==> src/rtl/codeseq_pkg.sv <==
// Shared types and helpers for the codeseq bit packer.
// Latency: n/a (package).
// Backpressure: n/a (package).
package codeseq_pkg;

    localparam int CODESEQ_ADDR_W  = 16;
    localparam int CODESEQ_MAX_LEN = 32;

    typedef enum logic [1:0] {
        IDLE  = 2'd0,
        RUN   = 2'd1,
        FLUSH = 2'd2,
        DONE  = 2'd3
    } state_e;

    // Keeps the low 'len' bits of a codeword; any length of 32 or more keeps all bits.
    function automatic logic [CODESEQ_MAX_LEN-1:0] len_mask(input logic [5:0] len);
        logic [CODESEQ_MAX_LEN-1:0] m;
        if (len >= 6'(CODESEQ_MAX_LEN)) begin
            m = '1;
        end else begin
            m = (CODESEQ_MAX_LEN'(1) << len) - CODESEQ_MAX_LEN'(1);
        end
        return m;
    endfunction

    // Lengths above the maximum are treated as the maximum.
    function automatic logic [5:0] len_clamp(input logic [5:0] len);
        return (len > 6'(CODESEQ_MAX_LEN)) ? 6'(CODESEQ_MAX_LEN) : len;
    endfunction

endpackage

==> src/rtl/codeseq_bitacc.sv <==
// Bit accumulator: shifts codewords in LSB-first above the pending bits and drains bytes from the bottom.
// Latency: a byte completed at one edge is offered on wr_vld/wr_dat during the following cycle.
// Backpressure: none internally; the caller must stop pushing while bit_cnt > ACC_W-33.
module codeseq_bitacc
    import codeseq_pkg::*;
#(
    parameter int ACC_W = 64,
    localparam int CNT_W = $clog2(ACC_W + 1)
) (
    input  logic                       clk,
    input  logic                       rst_n,
    input  logic                       clr,
    input  logic                       drain_en,
    input  logic                       pad_en,
    input  logic                       push,
    input  logic [CODESEQ_MAX_LEN-1:0] push_code,
    input  logic [5:0]                 push_len,
    input  logic                       push_stop,
    output logic                       wr_vld,
    output logic [7:0]                 wr_dat,
    output logic [CNT_W-1:0]           bit_cnt
);

    logic [ACC_W-1:0] acc_q, acc_d;
    logic [CNT_W-1:0] cnt_q, cnt_d;
    logic [ACC_W-1:0] code_ext;
    logic             drain;
    logic             pad;

    // Bits above cnt_q are always zero, so a partial byte is already zero-padded.
    assign drain    = drain_en && (cnt_q >= CNT_W'(8));
    assign pad      = pad_en && !drain && (cnt_q != '0);
    assign wr_vld   = drain || pad;
    assign wr_dat   = acc_q[7:0];
    assign bit_cnt  = cnt_q;
    assign code_ext = ACC_W'(push_code & len_mask(push_len));

    // Next accumulator: remove the outgoing byte first, then append the codeword and stop bit above what remains.
    always_comb begin
        acc_d = acc_q;
        cnt_d = cnt_q;
        if (drain) begin
            acc_d = acc_q >> 8;
            cnt_d = cnt_q - CNT_W'(8);
        end else if (pad) begin
            acc_d = '0;
            cnt_d = '0;
        end
        if (push) begin
            acc_d = acc_d | (code_ext << cnt_d);
            cnt_d = cnt_d + CNT_W'(push_len);
        end
        if (push_stop) begin
            acc_d = acc_d | (ACC_W'(1) << cnt_d);
            cnt_d = cnt_d + CNT_W'(1);
        end
        if (clr) begin
            acc_d = '0;
            cnt_d = '0;
        end
    end

    // Accumulator and bit count registers.
    always_ff @(posedge clk) begin
        if (!rst_n) begin
            acc_q <= '0;
            cnt_q <= '0;
        end else begin
            acc_q <= acc_d;
            cnt_q <= cnt_d;
        end
    end

endmodule

==> src/rtl/codeseq_packer.sv <==
// Packs 1..32-bit codewords LSB-first into bytes written to the codeseq SRAM (CODESEQ_STOPBIT_EN adds a terminating '1' bit).
// Latency: a byte completed at edge N is written (mem_wen/mem_addr/mem_d registered) at edge N+1.
// Backpressure: in_ready drops while more than ACC_W-33 bits are pending or when not in RUN.
module codeseq_packer
    import codeseq_pkg::*;
#(
    parameter logic [15:0] BASE_ADDR = 16'h0000,
    parameter int          ACC_W     = 64          // must be >= 40 so a full codeword plus stop bit always fits
) (
    input  logic        clk,
    input  logic        rst_n,
    input  logic        start,
    input  logic        in_valid,
    output logic        in_ready,
    input  logic [31:0] in_code,
    input  logic [5:0]  in_len,
    input  logic        in_last,
    output logic        mem_wen,
    output logic [15:0] mem_addr,
    output logic [31:0] mem_d,
    output logic        done,
    output logic        overflow,
    output logic [16:0] byte_count
);

    localparam int CNT_W = $clog2(ACC_W + 1);

    state_e                    state_q, state_d;
    logic [CODESEQ_ADDR_W-1:0] addr_q, addr_d;
    logic                      addr_end_q, addr_end_d;   // address FFFF has been consumed
    logic                      mem_wen_q, mem_wen_d;
    logic [CODESEQ_ADDR_W-1:0] mem_addr_q, mem_addr_d;
    logic [31:0]               mem_d_q, mem_d_d;
    logic                      overflow_q, overflow_d;
    logic [16:0]               byte_count_q, byte_count_d;

    logic             accept;
    logic             stop_bit;
    logic             wr_vld;
    logic [7:0]       wr_dat;
    logic [CNT_W-1:0] bit_cnt;

    assign in_ready = (state_q == RUN) && (bit_cnt <= CNT_W'(ACC_W - 33));
    assign accept   = in_valid && in_ready && !start;

`ifdef CODESEQ_STOPBIT_EN
    assign stop_bit = accept && in_last;
`else
    assign stop_bit = 1'b0;
`endif

    codeseq_bitacc #(
        .ACC_W(ACC_W)
    ) u_bitacc (
        .clk       (clk),
        .rst_n     (rst_n),
        .clr       (start),
        .drain_en  ((state_q == RUN) || (state_q == FLUSH)),
        .pad_en    (state_q == FLUSH),
        .push      (accept),
        .push_code (in_code),
        .push_len  (len_clamp(in_len)),
        .push_stop (stop_bit),
        .wr_vld    (wr_vld),
        .wr_dat    (wr_dat),
        .bit_cnt   (bit_cnt)
    );

    // Stream FSM: start always wins, last codeword moves to FLUSH, empty accumulator completes the stream.
    always_comb begin
        state_d = state_q;
        case (state_q)
            IDLE:    state_d = IDLE;
            RUN:     if (accept && in_last) state_d = FLUSH;
            FLUSH:   if (bit_cnt == '0) state_d = DONE;
            DONE:    state_d = DONE;
            default: state_d = IDLE;
        endcase
        if (start) begin
            state_d = RUN;
        end
    end

    // SRAM port, address and overflow: writes past the last address are dropped and flagged.
    always_comb begin
        addr_d       = addr_q;
        addr_end_d   = addr_end_q;
        mem_wen_d    = 1'b0;
        mem_addr_d   = mem_addr_q;
        mem_d_d      = mem_d_q;
        overflow_d   = overflow_q;
        byte_count_d = byte_count_q;
        if (start) begin
            addr_d       = BASE_ADDR;
            addr_end_d   = 1'b0;
            mem_addr_d   = BASE_ADDR;
            mem_d_d      = '0;
            overflow_d   = 1'b0;
            byte_count_d = '0;
        end else if (wr_vld) begin
            if (addr_end_q) begin
                overflow_d = 1'b1;
            end else begin
                mem_wen_d    = 1'b1;
                mem_addr_d   = addr_q;
                mem_d_d      = {24'b0, wr_dat};
                byte_count_d = byte_count_q + 17'd1;
                if (addr_q == '1) begin
                    addr_end_d = 1'b1;
                end else begin
                    addr_d = addr_q + CODESEQ_ADDR_W'(1);
                end
            end
        end
    end

    // Control and SRAM port registers.
    always_ff @(posedge clk) begin
        if (!rst_n) begin
            state_q      <= IDLE;
            addr_q       <= BASE_ADDR;
            addr_end_q   <= 1'b0;
            mem_wen_q    <= 1'b0;
            mem_addr_q   <= BASE_ADDR;
            mem_d_q      <= '0;
            overflow_q   <= 1'b0;
            byte_count_q <= '0;
        end else begin
            state_q      <= state_d;
            addr_q       <= addr_d;
            addr_end_q   <= addr_end_d;
            mem_wen_q    <= mem_wen_d;
            mem_addr_q   <= mem_addr_d;
            mem_d_q      <= mem_d_d;
            overflow_q   <= overflow_d;
            byte_count_q <= byte_count_d;
        end
    end

    assign mem_wen    = mem_wen_q;
    assign mem_addr   = mem_addr_q;
    assign mem_d      = mem_d_q;
    assign done       = (state_q == DONE);
    assign overflow   = overflow_q;
    assign byte_count = byte_count_q;

endmodule

==> config.mk <==
export PLATFORM = sky130hd
export DESIGN_NAME = codeseq_packer
export DESIGN_NICKNAME = d
export VERILOG_FILES = /design/src/rtl/codeseq_pkg.sv /design/src/rtl/codeseq_bitacc.sv /design/src/rtl/codeseq_packer.sv
export SDC_FILE = /design/constraint.sdc
export NUM_CORES = 1
export LEC_CHECK = 0
export ABC_AREA = 1
export BUFFER_PORTS_ARGS = -buffer_cell sky130_fd_sc_hd__clkbuf_2
export CELL_PAD_IN_SITES_DETAIL_PLACEMENT = 1
export CELL_PAD_IN_SITES_GLOBAL_PLACEMENT = 2
export CORE_UTILIZATION = 34
export CTS_CLUSTER_DIAMETER = 40
export DETAILED_ROUTE_END_ITERATION = 10
export GPL_ROUTABILITY_DRIVEN = 0
export PLACE_DENSITY_LB_ADDON = 0.1
export SLEW_MARGIN = 15
export SYNTH_ARGS = -nofsm -noshare
export SYNTH_HDL_FRONTEND = slang
export SYNTH_SLANG_ARGS = --single-unit
==> constraint.sdc <==
create_clock -name clk -period 5.05 [get_ports clk]
set_input_delay 0.505 -clock clk [delete_from_list [all_inputs] [get_ports clk]]
set_output_delay 0.505 -clock clk [all_outputs]
set_load 0.1 [all_outputs]
Yosys cells after proc, flatten, opt, wreduce, memory -nomap -nowiden:

Index checks and enable logic that the tools add are counted.

* RAM bits: 0
* memories kept: 0
* bits in latches: 0
* register bits after elaboration: 133
* ROM bits: 0
* input port bits: 43

* equal/unequal tests: 8
* reductions and logical operators: 21
* bitwise operators: 6
* mux-type cells: 15
* order comparisons: 4
* $mul: 0
* divide/modulo/power cells: 0
* shifts and indexed selects: 2
* add/subtract/negate cells: 5

Operators by type and width (count)
* 2-to-1 mux 64 bit: 3
* OR 64 bit: 1
* left shift 64 x 7 -> 64 bit: 1
* bitwise AND 32 bit: 1
* 2-to-1 mux 32 bit: 1
* left shift 1 x 6 -> 32 bit (first input constant): 1
* subtractor 32 x 2 -> 32 bit (second input constant): 1
* 2-to-1 mux 7 bit: 3
* adder 17 x 1 -> 17 bit (second input constant): 1
* adder 16 x 1 -> 16 bit (second input constant): 1
* == test 16 bit (second input constant): 1
* one-hot mux 2 bit (4 select lines): 1
* AND reduction 2 bit: 4
* adder 7 x 6 -> 7 bit: 1
* >= comparator 7 x 4 -> 1 bit (second input constant): 1
* less-or-equal comparator 7 x 5 -> 1 bit (second input constant): 1
* logical AND 1 bit: 7
* logical NOT 7 bit: 1
* nonzero test 7 bit: 1
* subtractor 7 x 4 -> 7 bit (second input constant): 1
* >= comparator 6 bit (second input constant): 1
* greater-than comparator 6 bit (second input constant): 1
* 2-to-1 mux 6 bit: 1
* == test 2 bit (second input constant): 2
* 14 further kinds: 23

Logic depth before layout (Yosys ltp):

* depth after elaboration: 11
* gate-level depth with buffers: 23

By module:

From an unflattened synthesis, not the netlist that was laid out.

* cells, all modules: 1864
* area, all modules: 11084.4 µm²

Modules (own cells, without submodules)
* codeseq_bitacc: seq. area each 1421.4 µm², instances 1, area an instance 7842.5 µm², cells an instance 1392
* codeseq_packer: seq. area each 1241.2 µm², instances 1, area an instance 3241.9 µm², cells an instance 472

Least setup slack after synthesis:

OpenSTA, ideal clock, no wires.

* path kind: flip-flop to flip-flop
* start point: register byte_count_q[0] (netlist: byte_count[0])
* end point: register byte_count_q[16] (netlist: byte_count[16])
* slack: 2203 ps
* library setup time: 78 ps
* arrival: 2769 ps
* stages on the path, launching flop included: 13
* buffers on the path: 0
* cells stage by stage: dfxtp_1 > ha_1 > inv_1 > nor4_1 > nand3_1 > nor2_1 > inv_1 > nor3_2 > and3_1 > nand3_1 > nor2_1 > o21ai_0 > a21oi_1

* cells in the longest elaborated chain, start to end: 1

RTL lines
* start: declaration: RTL line codeseq_packer.sv:35 `logic [16:0] byte_count_q, byte_count_d;`
* start signal: assignment: RTL line codeseq_packer.sv:136 `byte_count_q <= byte_count_d;`
* adder 17 x 1 -> 17 bit: RTL line codeseq_packer.sv:107 `byte_count_d = byte_count_q + 17'd1;`

Every way passes these cells.
A chain may end at the register's enable or synchronous reset.

Final worst setup path:

* start point: register u_bitacc.cnt_q[3] (netlist: u_bitacc.bit_cnt[3])
* end point: register u_bitacc.acc_q[54]

* cells in the longest elaborated chain, start to end: 10
* elaborated cells on any way between the ends: 18
* classes of those cells: 1 x add/sub; 2 x order compare; 1 x shift; 5 x mux; 1 x bitwise; 8 x reduce/logical

RTL lines
* start: declaration: RTL line codeseq_bitacc.sv:25 `logic [CNT_W-1:0] cnt_q, cnt_d;`
* start signal: assignment: RTL line codeseq_bitacc.sv:70 `cnt_q <= cnt_d;`
* >= comparator 7 x 4 -> 1 bit: RTL line codeseq_bitacc.sv:31 `assign drain = drain_en && (cnt_q >= CNT_W'(8));`
* logical AND 1 bit: RTL line codeseq_bitacc.sv:31
* logical NOT 1 bit: RTL line codeseq_bitacc.sv:32 `assign pad = pad_en && !drain && (cnt_q != '0);`
* logical AND 1 bit (2 in series): RTL line codeseq_bitacc.sv:32
* 2-to-1 mux 7 bit: RTL line codeseq_bitacc.sv:45 `end else if (pad) begin`
* 2-to-1 mux 7 bit: RTL line codeseq_bitacc.sv:42 `if (drain) begin`
* left shift 64 x 7 -> 64 bit: RTL line codeseq_bitacc.sv:50 `acc_d = acc_d | (code_ext << cnt_d);`
* OR 64 bit: RTL line codeseq_bitacc.sv:50
* 2-to-1 mux 64 bit *: RTL line codeseq_bitacc.sv:49 `if (push) begin`
* end signal: assignment: RTL line codeseq_bitacc.sv:66 `acc_q <= '0;`
* end signal: assignment: RTL line codeseq_bitacc.sv:69 `acc_q <= acc_d;`
* end: declaration: RTL line codeseq_bitacc.sv:24 `logic [ACC_W-1:0] acc_q, acc_d;`

Mark *: on every way between the ends. The rest lies on a longest branch, timed or not.

==> metrics.md <==
| Metric | Value |
|---|---|
| Status | completed |
| Deepest clock path buffer count | 2 |
| Unrepaired setup endpoints after global routing | no |
| Final worst-path cycle share | about three quarters |
| Post-CTS clock slew at the launch and capture registers of the worst setup and hold paths | 0.07 ns |
| Startpoint class of the critical path | flip-flop |
| Internal power | 1.89 mW |
| Number of resized instances in the post-cts repair step | 0 |
| Post-layout net count | 1,657 |
| Worst r2r src | u_bitacc.bit_cnt[3] |
| Worst reg2reg endpoint | u_bitacc.acc_q[54] |
| Flop pwr share | 35.2% |
| Vias per std cell | 5.38 |
| Detailed-route via count | roughly 11,000 |
| Post-Route Utilization | 38.8% |
| Worst hold path startpoint | rst_n |
| Count of final hold-check violations | 0 |
| Upper clock frequency limit | 266 MHz |
| Die width | 170 um |
| Height of the chip | 170 um |
| Final routed wire length divided by cell count | around 18 um |
| Pin count of the biggest net entering global routing | 59 |
| Total power | 3.03 mW |
| Core outline area | 27,800 um^2 |
| Switching Fraction | 37.7% |
| Reg2reg path depth | 15 |
| DP HPWL | 27.0 mm |
| Routed wire length | 36.0 mm |
| Area delta synth->final | 12.0% |
| Post-CTS Hold Fix Bufs | 0 |
| Number of nets with antenna violations after detailed routing | 0 |
| PortBufs | 87 |
| Sequential element share of the synthesized area | 27.7% |
| Share of layout cells above drive strength 1 | 11.8% |
| Clock insertion delay at the later pin of the skew report | 0.43 ns |
| Worst-case hold path end point | state_q[0] |
| Combinational fraction of design power | 24.1% |
| Count of pins over their slew limit | 0 |
| Average footprint of a synthesized cell | 6.15 um^2 |
| Slew at the pin closest to its max-slew limit | 1.14 ns |
| Kind of critical path | flip-flop to flip-flop |
| Clock network fraction of design power | 40.7% |
| Setup violators final | 0 |
| Total Routing Usage GR | 25.4% |
| Peak supply drop | 0.173 mV |
| Warnings from Yosys | 0 |
| P per Cell Area | around 280 nW/um^2 |
| Total CTS buffers | 17 |
| Synth Register Bits | 133 |
| Minimum period implied by the final worst setup slack | 3.77 ns |
| Final routed DRC violation total | 0 |
| Maximum Capacitance Violations | 0 |
| Antenna violations before repair | 0 |
| First DRT Iteration DRCs | 561 |
| Arrival @ worst endpoint | 4.11 ns |
| Predominant post-synthesis flop cell | sky130_fd_sc_hd__dfxtp_1 |
| Number of different library cells in the post-synthesis netlist | 44 |
| Initial Utilization | 34.6% |
| Post-CTS Setup Inserts | 0 |
| Total negative slack for setup checks | 0 ns |
| CTS tree | yes |
| Min-Delay Path Depth | 3 |
| Total Die Area | roughly 29,000 um^2 |
| Flop2flop setup slack | between 1 and 1.5 ns |
| Vias in the first global route | 10,382 |
| Wire length of the first global-routing pass | 57.5 mm |
| GRT Residual Overflow | 0 |
| Area of the mapped netlist | 9620 um^2 |
| Post-synthesis instance total | 1,563 |
| Number of top-level pins | approximately 110 |
| Power spent charging and discharging nets | 1.14 mW |
| Type of the worst min-delay path | input pin to flip-flop |
| Worst slew margin relative to its limit | between 20 and 25% |
| LEAKAGE | 4.79 nW |
| Antenna Diode Count | 0 |
| Category of the worst setup path capture point | flip-flop |
| Total iterations of the first detailed-routing run | 5 |
| Row count | 61 |
| Setup skew after layout | around 0.014 ns |
| Number of flops mapped to enable cells by yosys | 0 |
| Required time of the worst setup path | 5.39 ns |
| Fraction of registers with async set/reset | 0% |
| Crit-path max FO | 24 |
| Cell at the root of the clock tree | sky130_fd_sc_hd__clkbuf_16 |
| Sinks on the clock net | 133 |
| H-tree level count | 4 |
per-layer routing:
layer	vias up	GRT usage [%]	wire length [um]
li1	5306	-	-
met1	5130	34.1	17200
met2	218	42.1	16700
met3	43	3.47	1400
met4	0	7.17	700
met5	-	0	0
how the worst max path moves through the flow:
stage / start / end / slack [ns] / cells after the start
finish: u_bitacc.bit_cnt[3] / u_bitacc.acc_q[54] / 1.28 / 15
global route: u_bitacc.bit_cnt[3] / byte_count[15] / 0.84 / 17
global placement: in_len[5] / u_bitacc.acc_q[31] / 1.30 / 18
floorplan: byte_count[0] / byte_count[16] / 2.20 / 12
CTS: u_bitacc.bit_cnt[3] / u_bitacc.acc_q[54] / 1.23 / 15
detailed placement: in_len[5] / u_bitacc.acc_q[31] / 1.25 / 18
worst max-delay path, stage by stage (launching register included):
cell and delay [ns]:
sky130_fd_sc_hd__dfxtp_1 0.38, sky130_fd_sc_hd__inv_1 0.14, sky130_fd_sc_hd__ha_1 0.24, sky130_fd_sc_hd__nand3_1 0.10, sky130_fd_sc_hd__nand2_1 0.15, sky130_fd_sc_hd__inv_2 0.46, sky130_fd_sc_hd__nand4_1 0.23, sky130_fd_sc_hd__o21ai_1 0.22
sky130_fd_sc_hd__nand2_1 0.38, sky130_fd_sc_hd__nor2_2 0.28, sky130_fd_sc_hd__inv_2 0.19, sky130_fd_sc_hd__nor2_2 0.45, sky130_fd_sc_hd__nand3_1 0.17, sky130_fd_sc_hd__nand3_1 0.10, sky130_fd_sc_hd__inv_1 0.04, sky130_fd_sc_hd__a21oi_1 0.15
per-stage QoR:
step,hold WS [ns],setup slack [ns],instances,cell area (um^2)
after global placement,0.443,1.30,1958,10200
after global routing,0.363,0.843,1990,10800
final,0.353,1.28,1990,10800
after CTS,0.340,1.23,1990,10800
after detailed placement,0.451,1.25,1958,10200
after floorplan,0.430,2.20,1586,9700
cells in the mapped netlist, drive strengths merged, types with 2 or more instances:
cell type  number  area (um^2)
nand3b          3         22.5
a31oi          19          125
o21ai          89          460
o22ai          32          200
o211ai          3         22.5
xor2            5         43.8
nor4            3         18.8
nor2          179          756
buf            71          432
nand3         319         1660
dfxtp         133         2660
inv           159          604
clkbuf         40          150
a21oi         105          526
nor3           22          120
and2            2         12.5
o21bai          3         22.5
nand4          46          288
o21a           16          120
nor3b           2         15.0
ha             14          175
a221oi          3         26.3
and3            3         18.8
nand2         288         1100
state kept, by name, indices dropped and copies added (netlist names):
name	cells
overflow	1
u_bitacc.bit_cnt	7
mem_addr	16
addr_q	16
byte_count	17
mem_d	8
u_bitacc.acc_q	64
mem_wen	1
addr_end_q	1
state_q	2
cells by family (layout without fill, tap and decap cells):
logic type	count (synthesis)	after routing	synth area share [%]
xor+xnor	5	5	0.455
fa+ha+maj	15	15	2.03
compound gates	270	270	15.6
flops	133	133	27.7
other cells	1	24	0.0390
buf+inv	271	297	12.4
simple gates	868	868	41.8
cell type report:
type	instances	area, um^2
Inverter	160	608
Tap cell	378	473
Timing Repair Buffer	105	571
Multi-Input combinational cell	1182	5880
Clock inverter	15	156
Sequential cell	133	2660
Clock buffer	17	425
Fill cell	3797	17000
power by group through the flow:
stage	Sequential, mW	Clock, mW	Combinational [mW]
6_report	1.07	1.23	0.731
4_1_cts	1.07	1.27	0.730
5_1_grt	1.07	1.31	0.800
3_3_place_gp	1.09	0	0.720
2_1_floorplan	1.13	0	0.509
3_5_place_dp	1.09	0	0.726
placed cells by master (no fill, tap or decap), types with 4 or more instances in the layout:
cell type and n:
sky130_fd_sc_hd__nand3_1 308, sky130_fd_sc_hd__xor2_1 5, sky130_fd_sc_hd__nand2_2 8, sky130_fd_sc_hd__o22ai_1 31, sky130_fd_sc_hd__ha_1 14, sky130_fd_sc_hd__nand3_2 10, sky130_fd_sc_hd__nand2_1 280, sky130_fd_sc_hd__inv_6 4
sky130_fd_sc_hd__clkbuf_2 87, sky130_fd_sc_hd__nor2_1 159, sky130_fd_sc_hd__a21oi_1 105, sky130_fd_sc_hd__nor2_4 6, sky130_fd_sc_hd__a31oi_1 18, sky130_fd_sc_hd__inv_2 6, sky130_fd_sc_hd__inv_8 6, sky130_fd_sc_hd__buf_4 18
sky130_fd_sc_hd__inv_1 152, sky130_fd_sc_hd__nor2_2 13, sky130_fd_sc_hd__conb_1 24, sky130_fd_sc_hd__o21a_1 16, sky130_fd_sc_hd__clkbuf_16 17, sky130_fd_sc_hd__o21ai_0 77, sky130_fd_sc_hd__o21ai_1 9, sky130_fd_sc_hd__nand4_1 46
sky130_fd_sc_hd__nor3_1 20, sky130_fd_sc_hd__dfxtp_1 133
Power figures use the tool's default switching activity.
